File: src/rtl/all_checker_unit.sv
// Dual-issue hazard checker: decides per cycle which of the two queue-head
// instructions issue (possibly with the younger one swapped ahead), registered.
module all_checker_unit #(
  parameter int des       = 4,
  parameter int source1   = 4,
  parameter int source2   = 4,
  parameter int immediate = 4,
  parameter int branch_id = 3,
  parameter int total_in  = 4 + des + source1 + source2,
  parameter int total_out = total_in + branch_id + 1 + immediate,
  parameter int reg_num   = 16
) (
  input  logic                 clk,
  input  logic                 rst,
  input  logic [total_out-1:0] ins_a,
  input  logic [total_out-1:0] ins_b,
  input  logic [reg_num-1:0]   busy,
  input  logic                 flush,
  output logic                 issue_a,
  output logic                 issue_b,
  output logic                 swap,
  output logic                 raw_hz,
  output logic                 waw_hz,
  output logic                 war_hz,
  output logic                 struct_hz,
  output logic [1:0]           deq_cnt,
  output logic [reg_num-1:0]   set_busy
);

  localparam int OP_LSB  = total_out - 4;
  localparam int DES_LSB = OP_LSB - des;
  localparam int S1_LSB  = DES_LSB - source1;
  localparam int S2_LSB  = S1_LSB - source2;
  localparam int VLD_BIT = immediate;

  typedef struct packed {
    logic               valid;
    logic               rd1;
    logic               rd2;
    logic               wr;
    logic               mem;
    logic               is_br;
    logic               is_halt;
    logic [des-1:0]     dst;
    logic [source1-1:0] s1;
    logic [source2-1:0] s2;
  } dec_t;

  typedef struct packed {
    logic               issue_a;
    logic               issue_b;
    logic               swap;
    logic               raw;
    logic               waw;
    logic               war;
    logic               strct;
    logic [1:0]         deq;
    logic [reg_num-1:0] set_busy;
  } out_t;

  // Register 0 is folded out here: its reads/writes never count as register use.
  function automatic dec_t decode(input logic [total_out-1:0] ins);
    dec_t       d;
    logic [3:0] op;
    op        = ins[OP_LSB +: 4];
    d.valid   = ins[VLD_BIT];
    d.dst     = ins[DES_LSB +: des];
    d.s1      = ins[S1_LSB +: source1];
    d.s2      = ins[S2_LSB +: source2];
    d.mem     = (op == 4'hC) || (op == 4'hD);
    d.is_br   = (op == 4'hE);
    d.is_halt = (op == 4'hF);
    d.rd1     = (op != 4'h0) && (op != 4'hF) && (d.s1 != '0);
    d.rd2     = ((op >= 4'h1 && op <= 4'h7) || op == 4'hD || op == 4'hE) && (d.s2 != '0);
    d.wr      = (op >= 4'h1 && op <= 4'hC) && (d.dst != '0);
    return d;
  endfunction

  function automatic logic ok(input dec_t d, input logic [reg_num-1:0] bsy);
    return d.valid && !(d.rd1 && bsy[d.s1]) && !(d.rd2 && bsy[d.s2])
           && !(d.wr && bsy[d.dst]);
  endfunction

  dec_t da, db;
  logic ok_a, ok_b, both_v;
  logic raw, waw, war, strct;
  out_t state_d, state_q;

  assign da     = decode(ins_a);
  assign db     = decode(ins_b);
  assign ok_a   = ok(da, busy);
  assign ok_b   = ok(db, busy);
  assign both_v = da.valid && db.valid;

  assign raw   = both_v && da.wr && ((db.rd1 && db.s1 == da.dst) || (db.rd2 && db.s2 == da.dst));
  assign waw   = both_v && da.wr && db.wr && (da.dst == db.dst);
  assign war   = both_v && db.wr && ((da.rd1 && da.s1 == db.dst) || (da.rd2 && da.s2 == db.dst));
  assign strct = both_v && da.mem && db.mem;

  // NOTE: every field gets a default before the priority chain so no path leaves a latch.
  always_comb begin
    state_d = '0;
    if (!flush) begin
      state_d.raw   = raw;
      state_d.waw   = waw;
      state_d.war   = war;
      state_d.strct = strct;
      if (da.is_halt) begin
        state_d.issue_a = 1'b1;
      end else if (ok_a) begin
        state_d.issue_a = 1'b1;
        state_d.issue_b = ok_b && !raw && !waw && !strct && !da.is_br && !db.is_halt;
      end else if (ok_b && !raw && !waw && !war && !strct && !da.is_br && !db.is_br
                   && !db.is_halt) begin
        state_d.swap    = 1'b1;
        state_d.issue_b = 1'b1;
      end
    end
    state_d.deq = {1'b0, state_d.issue_a} + {1'b0, state_d.issue_b};
    if (state_d.issue_a && da.wr) state_d.set_busy[da.dst] = 1'b1;
    if (state_d.issue_b && db.wr) state_d.set_busy[db.dst] = 1'b1;
  end

  // NOTE: sequential state uses non-blocking assignment so all outputs update together.
  always_ff @(posedge clk or posedge rst) begin
    if (rst) state_q <= '0;
    else     state_q <= state_d;
  end

  assign issue_a   = state_q.issue_a;
  assign issue_b   = state_q.issue_b;
  assign swap      = state_q.swap;
  assign raw_hz    = state_q.raw;
  assign waw_hz    = state_q.waw;
  assign war_hz    = state_q.war;
  assign struct_hz = state_q.strct;
  assign deq_cnt   = state_q.deq;
  assign set_busy  = state_q.set_busy;

  // Branch tag and immediate ride along with the instruction but play no part in hazards.
  logic unused_fields;
  assign unused_fields = ^{ins_a[VLD_BIT-1:0], ins_b[VLD_BIT-1:0],
                           ins_a[S2_LSB-1:VLD_BIT+1], ins_b[S2_LSB-1:VLD_BIT+1]};

endmodule

File: config.mk
export PLATFORM = sky130hd
export DESIGN_NAME = all_checker_unit
export DESIGN_NICKNAME = d
export VERILOG_FILES = /design/src/rtl/all_checker_unit.sv
export SDC_FILE = /design/constraint.sdc
export NUM_CORES = 1
export LEC_CHECK = 0
export ABC_AREA = 0
export BUFFER_PORTS_ARGS = -buffer_cell sky130_fd_sc_hd__buf_2
export CORE_UTILIZATION = 56
export CTS_BUF_LIST = sky130_fd_sc_hd__clkbuf_8
export DETAILED_ROUTE_END_ITERATION = 8
export PLACE_DENSITY = 0.94
export SLEW_MARGIN = 0
export SYNTH_ARGS = -nofsm -noshare
export SYNTH_HDL_FRONTEND = slang
export SYNTH_SLANG_ARGS = --single-unit
File: constraint.sdc
create_clock -name clk -period 1.7 [get_ports clk]
set_input_delay 0.34 -clock clk [delete_from_list [all_inputs] [get_ports clk]]
set_output_delay 0.34 -clock clk [all_outputs]
set_load 0.01 [all_outputs]
==> reports/results.ini, run 1 <==
[layout]
fillers=174
layout-drive-gt1-share_pct=55.5
antenna_cells=0
nets=491
syn_to_final_growth_pct=55.8
fin_area_mm2=0.00397
post-route-util_pct=91.2

[run]
max-cap-violations=0

[global_routing]
grt.overflow.total=0
grt_pass1_wl_mm=15.6
track_usage_pct=41.0
antenna_found_initial=0
grt_pass1_vias=3338
grt_max_degree=26

[timing]
maxSlewViolCount=0
grt_setup_unrepaired=true
fin_hold_ws_ns=0.106
hold_viol=0
clock.fmax_mhz=419
worst_slew_pin_slew_ns=0.604
setup_violations=23
setup_slack_ns=-0.689
min_period_ns=2.39
finalCritPeriodShare_pct=141
slew-limit-headroom_pct=59.4
tns_ns=-11.58

[placement]
port_buffers=77
gp_congestion=1.03
dpl_cell_area_mm2=0.00352
dp_hpwl_mm=6.72

[critical_path]
cp.required_ns=1.86
critPathLaunchType=input pin
crit_path_max_incr_delay_ns=0.42
critical_path.slowest_cell=nor4_4
crit_type=input pin to flop
worstSetupEndpointType=flop
timing.critical_path.cells=buf_8 -> buf_6 -> nor4_4 -> buf_4 -> a311oi_2 -> o211ai_1 -> nand4_1 -> nor2_4 -> mux2_4 -> nor2b_4 -> ha_4
critical_path.max_fanout=4
cp.arrival_ns=2.55

[synthesis]
yosys.area_share.simple_pct=26.2
avgSynthCellArea_um2=9.59
syn_area_mm2=0.00255
synth_nets=334
synthMuxAreaShare_pct=20.9
synth-seq-cells=25
synth_top_cell_area_share_pct=24.5
synth_largest_area_cell=dfrtp_1
yosysSeqAreaShare_pct=24.5
synth_top_family_by_area=simple AND/OR/NAND/NOR gates
synth_fa_ha_area_share_pct=0.491
synth_flop_cell=dfrtp_1
synth-xor-area-share_pct=6.87
netlist_instances=266
async_flop_share_pct=100
ys_warn_count=0
synth_edf_count=0
synth_cell_type_count=64
synth_compound_area_share_pct=14.3
post_synth_main_area_contributors=dfrtp_1 25%, mux4_2 11%, nand4_1 5.6%, xor2_1 5.5%, mux4_1 4.1%

[cts]
clock_path_buffers=2
tritoncts=built
cts_buffers=3
cts.sinks=25
h-tree-depth=1
path_clk_slew_ns=0.08
ctsRootBufferMaster=clkbuf_8
cts_hold_buf=0

[routing]
num_vias=3385
drt-wirelength-per-cell_um=24.0
drc=0
postRouteAntennaNets=0
first_pass_iters=5
via_per_inst=7.14
drt-initial-drc-count=366
drt_wl_total_mm=11.4

[floorplan]
die_x_um=69.5
die_area_mm2=0.00483
ioPinCount=92
fp.dieH_um=69.5
start_util_pct=58.6
num_rows=24
core_mm2=0.00435

[hold_path]
hold_class=input pin to asynchronous set/reset pin

[status]
violations=setup timing
status=complete, but fails checks

[power_and_ir_drop]
p_leak_nw=1.87
ir_drop_mv=0.333
power.density_mw_per_mm2=479
power_mw=1.90

## worst max-delay path, delay by kind of cell
kind	cells	cell delay, ns
multiplexers	1	0.35
adder cells (fa/ha/maj)	1	0.21
AND/OR/NAND/NOR	4	1.00
AO/OA/AOI/OAI	2	0.16
buffers and inverters	3	0.47
## report_power, final
group / switching (mW) / internal [mW] / total (mW)
clock network: 0.169 / 0.163 / 0.333
logic: 0.493 / 0.469 / 0.962
registers: 0.00285 / 0.606 / 0.608
total: 0.666 / 1.24 / 1.90
## cells in the final DEF, fill, tap and decap left out, types with 3 or more instances in the layout
cell type / n
buf_4: 89
buf_2: 60
dfrtp_1: 25
nand4_1: 23
buf_6: 19
mux4_2: 16
xor2_1: 16
nand2_1: 13
nor2_1: 11
mux2i_1: 10
nand3_1: 9
nor2b_1: 8
nor4_1: 7
nand2b_1: 6
nor3_1: 6
o22ai_1: 6
inv_1: 4
nand3b_1: 4
a21oi_1: 4
xnor2_1: 4
o21ai_1: 3
or4_1: 3
o22ai_2: 3
o21ai_2: 3
clkbuf_8: 3
buf_8: 3
## layer usage
metal	routed length, µm	GRT usage, %	up-vias
met5	0	0	-
met4	1300	33.8	0
met3	1370	8.43	143
met2	5250	73.1	345
met1	3480	40.4	1548
li1	-	-	1349
## Yosys cell counts, types with 2 or more instances
| cell type | number |
|---|---|
| a22oi_1 | 2 |
| nand4_1 | 23 |
| mux4_1 | 4 |
| nand3_1 | 11 |
| nand2_1 | 13 |
| a21oi_1 | 4 |
| o22a_1 | 2 |
| xor2_1 | 16 |
| nor4_1 | 8 |
| clkbuf_1 | 4 |
| o21bai_1 | 3 |
| o21ai_0 | 2 |
| buf_4 | 6 |
| and3b_1 | 2 |
| mux2_1 | 4 |
| a221oi_1 | 3 |
| nor2b_1 | 9 |
| or4_1 | 3 |
| buf_6 | 5 |
| nor3_1 | 7 |
| mux2i_1 | 10 |
| or2_2 | 2 |
| inv_1 | 4 |
| buf_2 | 4 |
| and2_1 | 2 |
| mux4_2 | 12 |
| and2b_1 | 2 |
| o22ai_1 | 8 |
| nand2b_1 | 7 |
| nand3b_1 | 4 |
| xnor2_1 | 4 |
| o21ai_1 | 6 |
| nor2_1 | 15 |
| dfrtp_1 | 25 |
## through the flow
step                std cells  worst slack [ns]
floorplan                 266            -0.719
global placement          461            -0.738
detailed placement        461            -0.924
CTS                       472            -0.421
global route              474            -0.734
finish                    474            -0.689
## final cells by class
class / instances / area (µm²) / area share (%)
timing repair buffer: 173 / 1270 / 31.9
sequential: 25 / 626 / 15.7
tap: 52 / 65.1 / 1.64
multi-input combinational: 216 / 1950 / 49.2
clock buffer: 3 / 41.3 / 1.04
inverter: 4 / 15.0 / 0.378
clock inverter: 1 / 5.00 / 0.126
## worst paths after layout
check,from,to,slack [ns],depth (start not counted)
min in group clk,flush,war_hz,0.39,3
max in group asynchronous,rst,set_busy[4],1.37,3
hold / removal,rst,set_busy[12],0.11,3
setup / recovery,ins_a[21],deq_cnt[0],-0.69,11
## kinds of logic after synthesis
kind of cell / Yosys count
flip-flops: 25
other: 1
XOR/XNOR: 20
adder cells (fa/ha/maj): 1
multiplexers: 31
buffers and inverters: 25
AND/OR/NAND/NOR: 115
AO/OA/AOI/OAI: 48
## registers in the layout (all words and copies together), names as in the netlist
register,cells
deq_cnt,2
issue_b,1
raw_hz,1
struct_hz,1
swap,1
issue_a,1
war_hz,1
set_busy,16
waw_hz,1
## repair_timing
| action | 4_1_cts | 5_1_grt |
|---|---|---|
| cloned | 1 | 0 |
| pin swaps | 13 | 9 |
| setup buffers | 6 | 3 |
| setup endpoints to repair | 20 | 21 |
| gates resized for setup | 52 | 30 |
No activity file was read; power rests on OpenSTA's default activity.
==> run 2, diff against run 1 <==
Settings changed: ABC_AREA 0 to 1, CORE_UTILIZATION 56 to 57.
==> run 2 against run 1 <==
  * The flow now stops in 5_1_grt
  * Synthesized area increased by 8.8%
  * Synthesized cell count increased by 79%
==> reports/results.ini, run 2 <==
[status]
stop_error=[ERROR GRT-0232] Routing congestion too high. Check the congestion heatmap in the GUI.
status=aborted with a tool error
stop_stage=5_1_grt

[global_routing]
track_usage_pct=59.8
grt.overflow.total=1
grt_max_degree=26

[floorplan]
fp.dieH_um=71.8
ioPinCount=92
die_x_um=71.8
num_rows=25
start_util_pct=59.1

[timing]
grt-worst-endpoint=set_busy[8]$_DFF_PP0_/D
worstEpCategory=register input

[synthesis]
synth_nets=543
synth_common_cells=158 x nand2_1, 60 x nor2_1, 45 x inv_1, 40 x nand3_1, 32 x nand4_1
netlist_instances=475
yosysSeqAreaShare_pct=22.5
synth_flop_cell=dfrtp_1
synth_largest_area_cell=dfrtp_1
post_synth_main_area_contributors=dfrtp_1 23%, nand2_1 21%, nor2_1 8.1%, nand3_1 7.2%, nand4_1 7.2%
synth_most_common_cell=nand2_1
syn_area_mm2=0.00278
synth_top_cell_area_share_pct=22.5
async_flop_share_pct=100
ys_warn_count=0
avgSynthCellArea_um2=5.84
synth_edf_count=0
synth-seq-cells=25
synth_cell_type_count=38

[placement]
port_buffers=77
dp_hpwl_mm=7.66
dpl_cell_area_mm2=0.00379
gp_congestion=1.07

[cts]
post_cts_buffers=0
clock_path_buffers=2
cts_hold_buf=0
ctsRootBufferMaster=clkbuf_8
cts.sinks=25
cts_buffers=3
h-tree-depth=1

## run 2: kinds of logic after synthesis
| family | share of synthesized area [%] |
|---|---|
| buffers and inverters | 12.5 |
| and+or+nand+nor | 50.4 |
| DFF | 22.5 |
| other | 0.135 |
| xor gates and xnor gates | 2.52 |
| adders and majority gates | 0.451 |
| AOI/OAI and AO/OA | 11.5 |
## run 2: per-layer routing
metal | GRT usage [%] | overflow
met5 | 0 | 0
met4 | 60.1 | 0
met3 | 34.7 | 0
met2 | 85.6 | 1
met1 | 58.8 | 0
## run 2: what timing repair did
action / 4_1_cts
setup endpoints to repair: 17
gates resized for setup: 14
pin swaps: 4
## run 2: per-stage QoR
| stage | setup slack, ns | std cells | TNS, ns |
|---|---|---|---|
| floorplan | -0.0789 | 475 | -0.0981 |
| global placement | -0.266 | 671 | -3.96 |
| detailed placement | -0.394 | 671 | -6.61 |
| CTS | 0.00524 | 675 | 0 |
==> run 3, diff against run 2 <==
Settings changed: CORE_UTILIZATION 57 to 40, CTS_BUF_LIST sky130_fd_sc_hd__clkbuf_8 to default, PLACE_DENSITY 0.94 to default, PLACE_DENSITY_LB_ADDON from default to 0.15.
==> run 3 against run 2 <==
  * The flow now finishes, with violations (setup timing)
  * Synthesized cell count stayed put
  * Synthesized area unchanged
==> reports/results.ini, run 3 <==
[layout]
final_cells=720
post-route-util_pct=66.5
final_common_cell=nand2_1
antenna_cells=0
layout-drive-gt1-share_pct=43.1
largest_reg_flops=16
syn_to_final_growth_pct=56.4
nets=712
fin_area_mm2=0.00434
mostFrequentLayoutCells=137 x nand2_1, 97 x buf_4, 68 x buf_2

[cts]
ctsRootBufferMaster=clkbuf_8
tritoncts=built
cts_hold_buf=0
cts.sinks=25
cts_buffers=3
path_clk_slew_ns=0.08
clock_path_buffers=2
h-tree-depth=1

[global_routing]
grt.overflow.total=0
grt_pass1_vias=3569
track_usage_pct=27.8
grt_max_degree=26
antenna_found_initial=0
grt_pass1_wl_mm=16.2

[synthesis]
async_flop_share_pct=100
yosysSeqAreaShare_pct=22.5
post_synth_main_area_contributors=dfrtp_1 23%, nand2_1 21%, nor2_1 8.1%, nand3_1 7.2%, nand4_1 7.2%
synth_most_common_cell=nand2_1
synth_common_cells=158 x nand2_1, 60 x nor2_1, 45 x inv_1, 40 x nand3_1, 32 x nand4_1
synth_cell_type_count=38
syn_area_mm2=0.00278
synth_edf_count=0
ys_warn_count=0
netlist_instances=475
synth_top_cell_area_share_pct=22.5
synth-seq-cells=25
avgSynthCellArea_um2=5.84
synth_nets=543
synth_flop_cell=dfrtp_1
synth_largest_area_cell=dfrtp_1

[floorplan]
ioPinCount=92
num_rows=29
die_x_um=85.3
core_mm2=0.00653
start_util_pct=42.5
die_area_mm2=0.00728
fp.dieH_um=85.3

[timing]
tns_ns=-0.00989
setup_violations=1
finalCritPeriodShare_pct=101
grt_setup_unrepaired=true
clock.fmax_mhz=585
min_period_ns=1.71
setup_slack_ns=-0.00989
maxSlewViolCount=0
hold_viol=0

[critical_path]
crit_path_max_incr_delay_ns=0.26
crit_type=input pin to flop
critical_path.max_fanout=7
startpoint=ins_a[14]
cp.required_ns=1.86
crit_path_frequent_cell=nor2_1
critical_path.slowest_cell=a21oi_4
cp-endpoint=deq_cnt[0]
worstSetupEndpointType=flop
cp.arrival_ns=1.87
timing.critical_path.cells=buf_4 -> nor2_4 -> nand2_1 -> nand2_1 -> nor2_1 -> nor2_1 -> nor2_1 -> a21boi_2 -> nand2_2 -> a21oi_4 -> buf_12 -> ha_4
critPathLaunchType=input pin

[power_and_ir_drop]
p_seq_share_pct=31.6
internal_power_mw=1.20
power.density_mw_per_mm2=442
ir_drop_mv=0.303
p_clk_share_pct=18.0
p_sw_share_pct=37.6
power_frac_comb_pct=50.4
p_leak_nw=2.43
p_sw_uw=721
power_mw=1.92

[routing]
drt_wl_total_mm=10.3
drt-initial-drc-count=154
drt-wirelength-per-cell_um=14.3
via_per_inst=5.28
drc=0
postRouteAntennaNets=0
num_vias=3805
first_pass_iters=5

[placement]
dp_hpwl_mm=7.99
placed_cells=709
dpl_cell_area_mm2=0.00395
gp_congestion=0.899
port_buffers=77

[status]
status=complete, but fails checks
violations=setup timing

[run]
max-cap-violations=0

[hold_path]
hold_class=input pin to asynchronous set/reset pin

## run 3: cell counts after synthesis
Identical to the previous run, type by type.
## run 3: area by class of cell
cell class / count / area, µm²
Fill cell: 612 / 2190
Sequential cell: 25 / 626
Tap cell: 77 / 96.3
Multi-Input combinational cell: 377 / 2020
Timing Repair Buffer: 183 / 1330
Clock buffer: 3 / 41.3
Clock inverter: 1 / 7.51
Inverter: 54 / 225
## run 3: power by group through the flow
stage          sequential (mW)  clock (mW)  combinational (mW)
2_1_floorplan            0.625           0               0.444
3_3_place_gp             0.619           0               0.826
3_5_place_dp             0.618           0               0.840
4_1_cts                  0.606       0.359               0.847
5_1_grt                  0.607       0.384                1.05
6_report                 0.606       0.346               0.968
## run 3: logic make-up after synthesis
kind of cell,after synthesis,share of synthesized area (%)
compound gates,51,11.5
other cells,1,0.135
buf+inv,73,12.5
flops,25,22.5
fa+ha+maj,1,0.451
xor+xnor,8,2.52
simple gates,316,50.4
## run 3: worst min path at each step
| stage | startpoint | to | slack, ns | cells past startpoint |
|---|---|---|---|---|
| finish | rst | deq_cnt[1] | 0.10 | 3 |
| global route | rst | issue_a | 0.14 | 3 |
| CTS | rst | deq_cnt[1] | 0.10 | 3 |
| detailed placement | rst | deq_cnt[1] | 0.39 | 3 |
| global placement | rst | deq_cnt[1] | 0.39 | 3 |
| floorplan | rst | deq_cnt[0] | 0.37 | 1 |
## run 3: per-stage QoR
stage | setup slack, ns | hold slack [ns]
after detailed placement | -0.360 | 0.393
after global placement | -0.316 | 0.391
after CTS | 0.0125 | 0.101
after floorplan | -0.0789 | 0.367
after global routing | -0.0648 | 0.140
final | -0.00989 | 0.101
## run 3: worst max-delay path: cells and delay by family
| family | cells | cell delay, ns |
|---|---|---|
| AOI/OAI and AO/OA | 2 | 0.45 |
| and+or+nand+nor | 7 | 0.57 |
| adders and majority gates | 1 | 0.19 |
| buffers and inverters | 2 | 0.31 |
## run 3: repair_timing
item | 4_1_cts | 5_1_grt
endpoints found under the setup margin | 17 | 17
cloned | 0 | 3
pin swaps | 1 | 41
gates resized for setup | 5 | 89
setup buffers | 0 | 4
## run 3: layer usage
layer	share of wire (%)	global-route usage (%)	vias to the layer above	wire length (µm)
li1	-	-	1890	-
met1	42	33.3	1753	4320
met2	51	52.5	145	5250
met3	4.8	2.14	17	497
met4	1.9	8.79	0	196
met5	0	0	-	0
